===== src/rtl/floppy_sdram_prefetch.sv =====
// floppy_sdram_prefetch
//   Read-ahead line buffer between the floppy SDRAM byte port and the
//   arbiter disk byte port. A read miss fetches a whole line of
//   LINE_BYTES sequential bytes, one arbiter transaction per byte.
//   Later reads that fall inside the buffered line return in 2 cycles
//   without touching SDRAM. Writes go straight through to SDRAM; a write
//   that hits the buffered line also updates the buffered byte.
//
// Ports
//   clk, reset_n        system clock, asynchronous active-low reset
//   up_addr/up_di       floppy byte address / write data
//   up_read/up_write    1-cycle request pulses (write wins if both)
//   up_do/up_busy       read data / request in progress (registered)
//   flush               invalidate the buffered line
//   ram_addr/ram_do     arbiter byte address / write data
//   ram_di              arbiter read data
//   ram_read/ram_write  1-cycle arbiter request pulses
//   ram_busy            arbiter busy
`timescale 1ns/1ps
module floppy_sdram_prefetch #(
  parameter int unsigned LINE_LOG2 = 3,
  parameter int unsigned ADDR_W    = 23
) (
  input  logic              clk,
  input  logic              reset_n,
  input  logic [ADDR_W-1:0] up_addr,
  input  logic [7:0]        up_di,
  output logic [7:0]        up_do,
  input  logic              up_read,
  input  logic              up_write,
  output logic              up_busy,
  input  logic              flush,
  output logic [ADDR_W-1:0] ram_addr,
  output logic [7:0]        ram_do,
  input  logic [7:0]        ram_di,
  output logic              ram_read,
  output logic              ram_write,
  input  logic              ram_busy
);

  localparam int unsigned LINE_BYTES = 1 << LINE_LOG2;
  localparam int unsigned TAG_W      = ADDR_W - LINE_LOG2;

  typedef enum logic [2:0] {
    S_IDLE,
    S_HIT,
    S_FILL_REQ,
    S_FILL_WAIT_HI,
    S_FILL_WAIT_LO,
    S_WR_REQ,
    S_WR_WAIT_HI,
    S_WR_WAIT_LO
  } state_t;

  state_t               state_q, state_d;
  logic                 valid_q, valid_d;
  logic [TAG_W-1:0]     tag_q, tag_d;
  logic [LINE_LOG2-1:0] idx_q, idx_d;
  logic [LINE_LOG2-1:0] off_q, off_d;
  logic                 flushed_q, flushed_d;
  logic [ADDR_W-1:0]    wr_addr_q, wr_addr_d;
  logic [7:0]           wr_data_q, wr_data_d;
  logic [7:0]           line_q [LINE_BYTES];
  logic [7:0]           line_d [LINE_BYTES];
  logic [7:0]           up_do_q, up_do_d;
  logic                 up_busy_q, up_busy_d;
  logic [ADDR_W-1:0]    ram_addr_q, ram_addr_d;
  logic [7:0]           ram_do_q, ram_do_d;
  logic                 ram_read_q, ram_read_d;
  logic                 ram_write_q, ram_write_d;

  logic [TAG_W-1:0]     req_tag;
  logic [LINE_LOG2-1:0] req_off;
  logic                 hit;
  logic [7:0]           fill_byte;

  assign req_tag = up_addr[ADDR_W-1:LINE_LOG2];
  assign req_off = up_addr[LINE_LOG2-1:0];
  assign hit     = valid_q && (req_tag == tag_q);

  // The requested byte may be the one arriving on ram_di in the final fill
  // cycle, before it has been written into the line registers.
  assign fill_byte = (off_q == idx_q) ? ram_di : line_q[off_q];

  always_comb begin
    state_d     = state_q;
    valid_d     = valid_q;
    tag_d       = tag_q;
    idx_d       = idx_q;
    off_d       = off_q;
    flushed_d   = flushed_q;
    wr_addr_d   = wr_addr_q;
    wr_data_d   = wr_data_q;
    line_d      = line_q;
    up_do_d     = up_do_q;
    up_busy_d   = up_busy_q;
    ram_addr_d  = ram_addr_q;
    ram_do_d    = ram_do_q;
    ram_read_d  = 1'b0;
    ram_write_d = 1'b0;

    case (state_q)
      S_IDLE: begin
        if (!up_busy_q) begin
          if (up_write) begin
            wr_addr_d = up_addr;
            wr_data_d = up_di;
            up_busy_d = 1'b1;
            if (hit) line_d[req_off] = up_di;
            state_d = S_WR_REQ;
          end else if (up_read) begin
            up_busy_d = 1'b1;
            off_d     = req_off;
            if (hit) begin
              state_d = S_HIT;
            end else begin
              valid_d   = 1'b0;
              tag_d     = req_tag;
              idx_d     = '0;
              flushed_d = 1'b0;
              state_d   = S_FILL_REQ;
            end
          end
        end
      end
      S_HIT: begin
        up_do_d   = line_q[off_q];
        up_busy_d = 1'b0;
        state_d   = S_IDLE;
      end
      S_FILL_REQ: begin
        ram_addr_d = {tag_q, idx_q};
        ram_read_d = 1'b1;
        state_d    = S_FILL_WAIT_HI;
      end
      S_FILL_WAIT_HI: begin
        if (ram_busy) state_d = S_FILL_WAIT_LO;
      end
      S_FILL_WAIT_LO: begin
        if (!ram_busy) begin
          line_d[idx_q] = ram_di;
          if (idx_q == '1) begin
            valid_d   = !flushed_q;
            up_do_d   = fill_byte;
            up_busy_d = 1'b0;
            state_d   = S_IDLE;
          end else begin
            idx_d   = idx_q + 1'b1;
            state_d = S_FILL_REQ;
          end
        end
      end
      S_WR_REQ: begin
        ram_addr_d  = wr_addr_q;
        ram_do_d    = wr_data_q;
        ram_write_d = 1'b1;
        state_d     = S_WR_WAIT_HI;
      end
      S_WR_WAIT_HI: begin
        if (ram_busy) state_d = S_WR_WAIT_LO;
      end
      S_WR_WAIT_LO: begin
        if (!ram_busy) begin
          up_busy_d = 1'b0;
          state_d   = S_IDLE;
        end
      end
      default: state_d = S_IDLE;
    endcase

    // A flush overrides everything: a fill in flight still completes and
    // returns its byte, but the line it leaves behind is not trusted.
    if (flush) begin
      valid_d   = 1'b0;
      flushed_d = 1'b1;
    end
  end

  always_ff @(posedge clk or negedge reset_n) begin
    if (!reset_n) begin
      state_q     <= S_IDLE;
      valid_q     <= 1'b0;
      tag_q       <= '0;
      idx_q       <= '0;
      off_q       <= '0;
      flushed_q   <= 1'b0;
      wr_addr_q   <= '0;
      wr_data_q   <= '0;
      for (int unsigned i = 0; i < LINE_BYTES; i++) line_q[i] <= '0;
      up_do_q     <= '0;
      up_busy_q   <= 1'b0;
      ram_addr_q  <= '0;
      ram_do_q    <= '0;
      ram_read_q  <= 1'b0;
      ram_write_q <= 1'b0;
    end else begin
      state_q     <= state_d;
      valid_q     <= valid_d;
      tag_q       <= tag_d;
      idx_q       <= idx_d;
      off_q       <= off_d;
      flushed_q   <= flushed_d;
      wr_addr_q   <= wr_addr_d;
      wr_data_q   <= wr_data_d;
      line_q      <= line_d;
      up_do_q     <= up_do_d;
      up_busy_q   <= up_busy_d;
      ram_addr_q  <= ram_addr_d;
      ram_do_q    <= ram_do_d;
      ram_read_q  <= ram_read_d;
      ram_write_q <= ram_write_d;
    end
  end

  assign up_do     = up_do_q;
  assign up_busy   = up_busy_q;
  assign ram_addr  = ram_addr_q;
  assign ram_do    = ram_do_q;
  assign ram_read  = ram_read_q;
  assign ram_write = ram_write_q;

endmodule


===== config.mk =====
export PLATFORM = sky130hd
export DESIGN_NAME = floppy_sdram_prefetch
export DESIGN_NICKNAME = d
export VERILOG_FILES = /design/src/rtl/floppy_sdram_prefetch.sv
export SDC_FILE = /design/constraint.sdc
export NUM_CORES = 1
export LEC_CHECK = 0
export BUFFER_PORTS_ARGS = -buffer_cell sky130_fd_sc_hd__buf_2
export CORE_MARGIN = 3
export CORE_UTILIZATION = 45
export CTS_CLUSTER_SIZE = 28
export DETAILED_ROUTE_END_ITERATION = 7
export SKIP_CTS_REPAIR_TIMING = 1
export SYNTH_ARGS = -nofsm -noshare
export SYNTH_HDL_FRONTEND = slang
export SYNTH_SLANG_ARGS = --single-unit

===== constraint.sdc =====
create_clock -name clk -period 2.1 [get_ports clk]
set_input_delay 0.315 -clock clk [delete_from_list [all_inputs] [get_ports clk]]
set_output_delay 0.315 -clock clk [all_outputs]
set_load 0.005 [all_outputs]

==> run_summary.xml <==
<?xml version="1.0" encoding="UTF-8"?>
<metrics>
  <group name="synthesis">
    <metric name="synth_largest_area_cell" unit="">dfrtp_1</metric>
    <metric name="synthesized_netlist_cell_count" unit="">665</metric>
    <metric name="portion_of_the_post_synthesis_area_used_by_sequential_elements" unit="%">51.75</metric>
    <metric name="postSynth.asyncResetShare" unit="%">100.0</metric>
    <metric name="yosysTopAreaCellShare" unit="%">51.75</metric>
    <metric name="synth.cell_area" unit="um^2">8124</metric>
    <metric name="postSynth.topFlopCell" unit="">dfrtp_1</metric>
    <metric name="ys_ff_latch" unit="">168</metric>
    <metric name="synth-edff-count" unit="">0</metric>
    <metric name="synth_fp_nets" unit="">712</metric>
    <metric name="synth.distinct_cells" unit="">48</metric>
    <metric name="syn_area_per_cell" unit="um^2">12.22</metric>
    <metric name="synth.area.top_cells" unit="">dfrtp_1, mux2_2, o2bb2ai_1</metric>
    <metric name="yosysWarningCount" unit="">0</metric>
  </group>
  <group name="setup_path">
    <metric name="worst-setup-path-type" unit="">reg2reg</metric>
    <metric name="cpMaxStageDelayCell" unit="">dfrtp_1</metric>
    <metric name="setup.worst_path.end_class" unit="">flop</metric>
    <metric name="cpPeakStageDelay" unit="ns">0.41</metric>
    <metric name="path_buf_inv" unit="">3</metric>
    <metric name="worst-endpoint-required" unit="ns">2.45</metric>
    <metric name="crit_reg_reg_endpoint" unit="">line_q[4]$_DFFE_PN0P_</metric>
    <metric name="rr_worst_depth" unit="">9</metric>
    <metric name="path_common_cell" unit="">buf_12</metric>
    <metric name="critical-path-top-delay-family" unit="">simple AND/OR/NAND/NOR gates</metric>
    <metric name="timing.critical_path.fanout_max" unit="">35</metric>
    <metric name="critical_path.reg2reg.startpoint" unit="">tag_q[4]$_DFFE_PN0P_</metric>
    <metric name="critPathArrivalTime" unit="ns">2.45</metric>
    <metric name="startpoint_type" unit="">flop</metric>
    <metric name="worstPathCellList" unit="">xnor2_1 &gt; nand4_1 &gt; nor2_1 &gt; and4_4 &gt; buf_12 &gt; buf_4 &gt; nor2_4 &gt; buf_12 &gt; o2bb2ai_1</metric>
    <metric name="reg2reg_slack" unit="ns">-0.007</metric>
  </group>
  <group name="min_path">
    <metric name="hp-class" unit="">in2reg</metric>
    <metric name="worstHoldStart" unit="">flush</metric>
    <metric name="hold_depth" unit="">2</metric>
    <metric name="holdPathEnd" unit="">valid_q$_DFFE_PN0P_</metric>
  </group>
  <group name="floorplan">
    <metric name="floorplan.initialDensity" unit="%">46.48</metric>
    <metric name="ios" unit="">87</metric>
    <metric name="die_x" unit="um">140.4</metric>
    <metric name="die_height" unit="um">140.4</metric>
    <metric name="row_count" unit="">48</metric>
    <metric name="floorplan.die_area" unit="um^2">19700</metric>
    <metric name="core_area" unit="um^2">17480</metric>
  </group>
  <group name="drt">
    <metric name="dr.first_iter.drc_count" unit="">488</metric>
    <metric name="detail_route.first_pass.iterations" unit="">5</metric>
    <metric name="vias_per_cell" unit="">5.986</metric>
    <metric name="detailroute.via_count" unit="">6136</metric>
    <metric name="drtAntennaViolNets" unit="">0</metric>
    <metric name="routed_wire_length_per_instance" unit="um">22.26</metric>
    <metric name="finalWirelength" unit="um">22810</metric>
    <metric name="drt_drc_violations_left" unit="">0</metric>
  </group>
  <group name="layout">
    <metric name="area.growth.synth_to_final" unit="%">25.84</metric>
    <metric name="design_area" unit="um^2">10220</metric>
    <metric name="final_core_utilization" unit="%">58.50</metric>
    <metric name="layout.filler_cells" unit="">1431</metric>
    <metric name="post_layout_nets" unit="">833</metric>
    <metric name="layout.cells.most_common" unit="">dfrtp_1</metric>
    <metric name="mostFrequentLayoutCells" unit="">dfrtp_1, buf_2, a22oi_1</metric>
    <metric name="post_route_cells_drive_above_1_share" unit="%">41.30</metric>
  </group>
  <group name="sta">
    <metric name="setup_ws" unit="ns">-0.006651</metric>
    <metric name="achievable-frequency" unit="GHz">0.4747</metric>
    <metric name="slew_headroom" unit="%">43.42</metric>
    <metric name="layout_worst_path_cycle_share" unit="%">100.3</metric>
    <metric name="report.final.setup_viol" unit="">1</metric>
    <metric name="hold_viol_final" unit="">0</metric>
    <metric name="period_minus_slack" unit="ns">2.107</metric>
    <metric name="timing.clock.skew" unit="ns">0.006919</metric>
    <metric name="grt_setup_unrepaired" unit="">true</metric>
    <metric name="final-max-slew-violation-count" unit="">0</metric>
    <metric name="worst_pin_slew" unit="ns">0.8416</metric>
  </group>
  <group name="pwr">
    <metric name="combinationalPowerShare" unit="%">39.3</metric>
    <metric name="cellPowerDensity" unit="nW/um^2">1411</metric>
    <metric name="internal_power" unit="mW">9.490</metric>
    <metric name="power.share.sequential" unit="%">38.3</metric>
    <metric name="p_clk_share" unit="%">22.4</metric>
    <metric name="power.static_leakage" unit="nW">4.330</metric>
    <metric name="net_switching_fraction_of_the_power" unit="%">34.21</metric>
    <metric name="irDropWorstVdd" unit="uV">729.7</metric>
    <metric name="design_power_total" unit="mW">14.42</metric>
    <metric name="switchingPower" unit="mW">4.935</metric>
  </group>
  <group name="grt">
    <metric name="gr-total-overflow" unit="">0</metric>
    <metric name="wire_length_of_the_first_global_routing_pass" unit="um">35740</metric>
    <metric name="maximum_number_of_pins_on_one_net_before_global_route_repair" unit="">61</metric>
    <metric name="grt_antenna_before_repair" unit="">2</metric>
    <metric name="via_count_of_the_first_global_routing_pass" unit="">6269</metric>
    <metric name="track_usage" unit="%">23.18</metric>
  </group>
  <group name="clock_tree">
    <metric name="path_clk_slew" unit="ns">0.07</metric>
    <metric name="tritoncts_num_sinks" unit="">168</metric>
    <metric name="clockBufferDepth" unit="">2</metric>
    <metric name="clock_latency" unit="ns">0.43</metric>
    <metric name="cts_made_buffers" unit="">17</metric>
    <metric name="cts_htree_levels" unit="">4</metric>
    <metric name="cts_root_buf" unit="">clkbuf_16</metric>
    <metric name="cts_tree" unit="">done</metric>
  </group>
  <group name="placed_design">
    <metric name="numPortBuffers" unit="">86</metric>
    <metric name="placement.cell_area" unit="um^2">9275</metric>
    <metric name="gp_congestion" unit="">0.8655</metric>
    <metric name="place.detailed.hpwl" unit="um">15010</metric>
  </group>
  <group name="run_status">
    <metric name="violations" unit="">negative setup slack</metric>
    <metric name="outcome" unit="">finished with violations</metric>
  </group>
  <group name="run">
    <metric name="max-cap-violations" unit="">0</metric>
  </group>
</metrics>
## layout make-up
cell class                      count  area (um^2)  area share [%]
Sequential cell                   168         4204           41.12
Multi-Input combinational cell    436         3935           38.49
Timing Repair Buffer              159         1175           11.49
Clock buffer                       19        452.9           4.430
Tap cell                          225        281.5           2.754
Clock inverter                     13        157.7           1.542
Inverter                            4        15.01          0.1469
Antenna cell                        1        2.502         0.02448
## cell families (layout without fill, tap and decap cells)
family / after synthesis / after routing / synth area share (%)
AO/OA/AOI/OAI: 196 / 196 / 18.03
XOR/XNOR: 24 / 24 / 2.587
adder cells (fa/ha/maj): 2 / 2 / 0.3080
buffers and inverters: 61 / 195 / 3.065
flip-flops: 168 / 168 / 51.75
multiplexers: 111 / 111 / 17.11
other: 0 / 1 / 0
AND/OR/NAND/NOR: 103 / 103 / 7.146
## synth_stat cells, types with 16 or more instances
cell type	number
a22oi_1	65
buf_2	16
clkbuf_1	27
dfrtp_1	168
mux2_2	63
mux2i_1	32
mux4_2	16
nand2_1	50
o21ai_0	41
o2bb2ai_1	64
xnor2_1	17
## per-stage QoR
stage,worst slack [ns],setup TNS [ns],hold slack (ns),instances
final,-0.006651,-0.006651,0.07100,1025
after floorplan,0.2051,0,0.01941,665
after global routing,-0.1053,-3.661,0.05871,1025
after detailed placement,-0.09949,-3.538,0.3486,986
after global placement,-0.03384,-0.4465,0.3558,986
after CTS,-0.06636,-2.055,-0.1084,1018
## metal layers
| metal | wire [um] | track usage, % |
|---|---|---|
| met1 | 10120 | 33.60 |
| met2 | 10390 | 34.55 |
| met3 | 1892 | 5.224 |
| met4 | 398 | 8.006 |
| met5 | 11 | 0 |
## registers in the layout (all words and copies together), names as in the netlist
register   cells
tag_q         20
up_busy        1
ram_do         8
line_q        64
ram_write      1
wr_addr_q     23
off_q          3
up_do          8
valid_q        1
wr_data_q      8
flushed_q      1
ram_read       1
ram_addr      23
state_q        3
idx_q          3
## power by group through the flow
stage | Clock (mW) | Combinational (mW) | Sequential [mW]
after floorplan | 0 | 3.55 | 5.26
after global placement | 0 | 5.24 | 5.42
after detailed placement | 0 | 5.41 | 5.48
after CTS | 3.30 | 5.42 | 5.46
after global routing | 3.44 | 6.18 | 5.68
final | 3.23 | 5.67 | 5.52
## worst max-delay path by stage
stage	from	to	slack, ns	cells after the start
after floorplan	state_q[1]$_DFFE_PN0P_	line_q[24]$_DFFE_PN0P_	0.21	6
after global placement	up_addr[11]	line_q[60]$_DFFE_PN0P_	-0.03	10
after detailed placement	up_addr[11]	line_q[63]$_DFFE_PN0P_	-0.1	10
after CTS	tag_q[8]$_DFFE_PN0P_	line_q[63]$_DFFE_PN0P_	-0.07	9
after global routing	tag_q[4]$_DFFE_PN0P_	line_q[4]$_DFFE_PN0P_	-0.11	9
final	tag_q[4]$_DFFE_PN0P_	line_q[4]$_DFFE_PN0P_	-0.007	9
No activity file was read; power rests on OpenSTA's default activity.
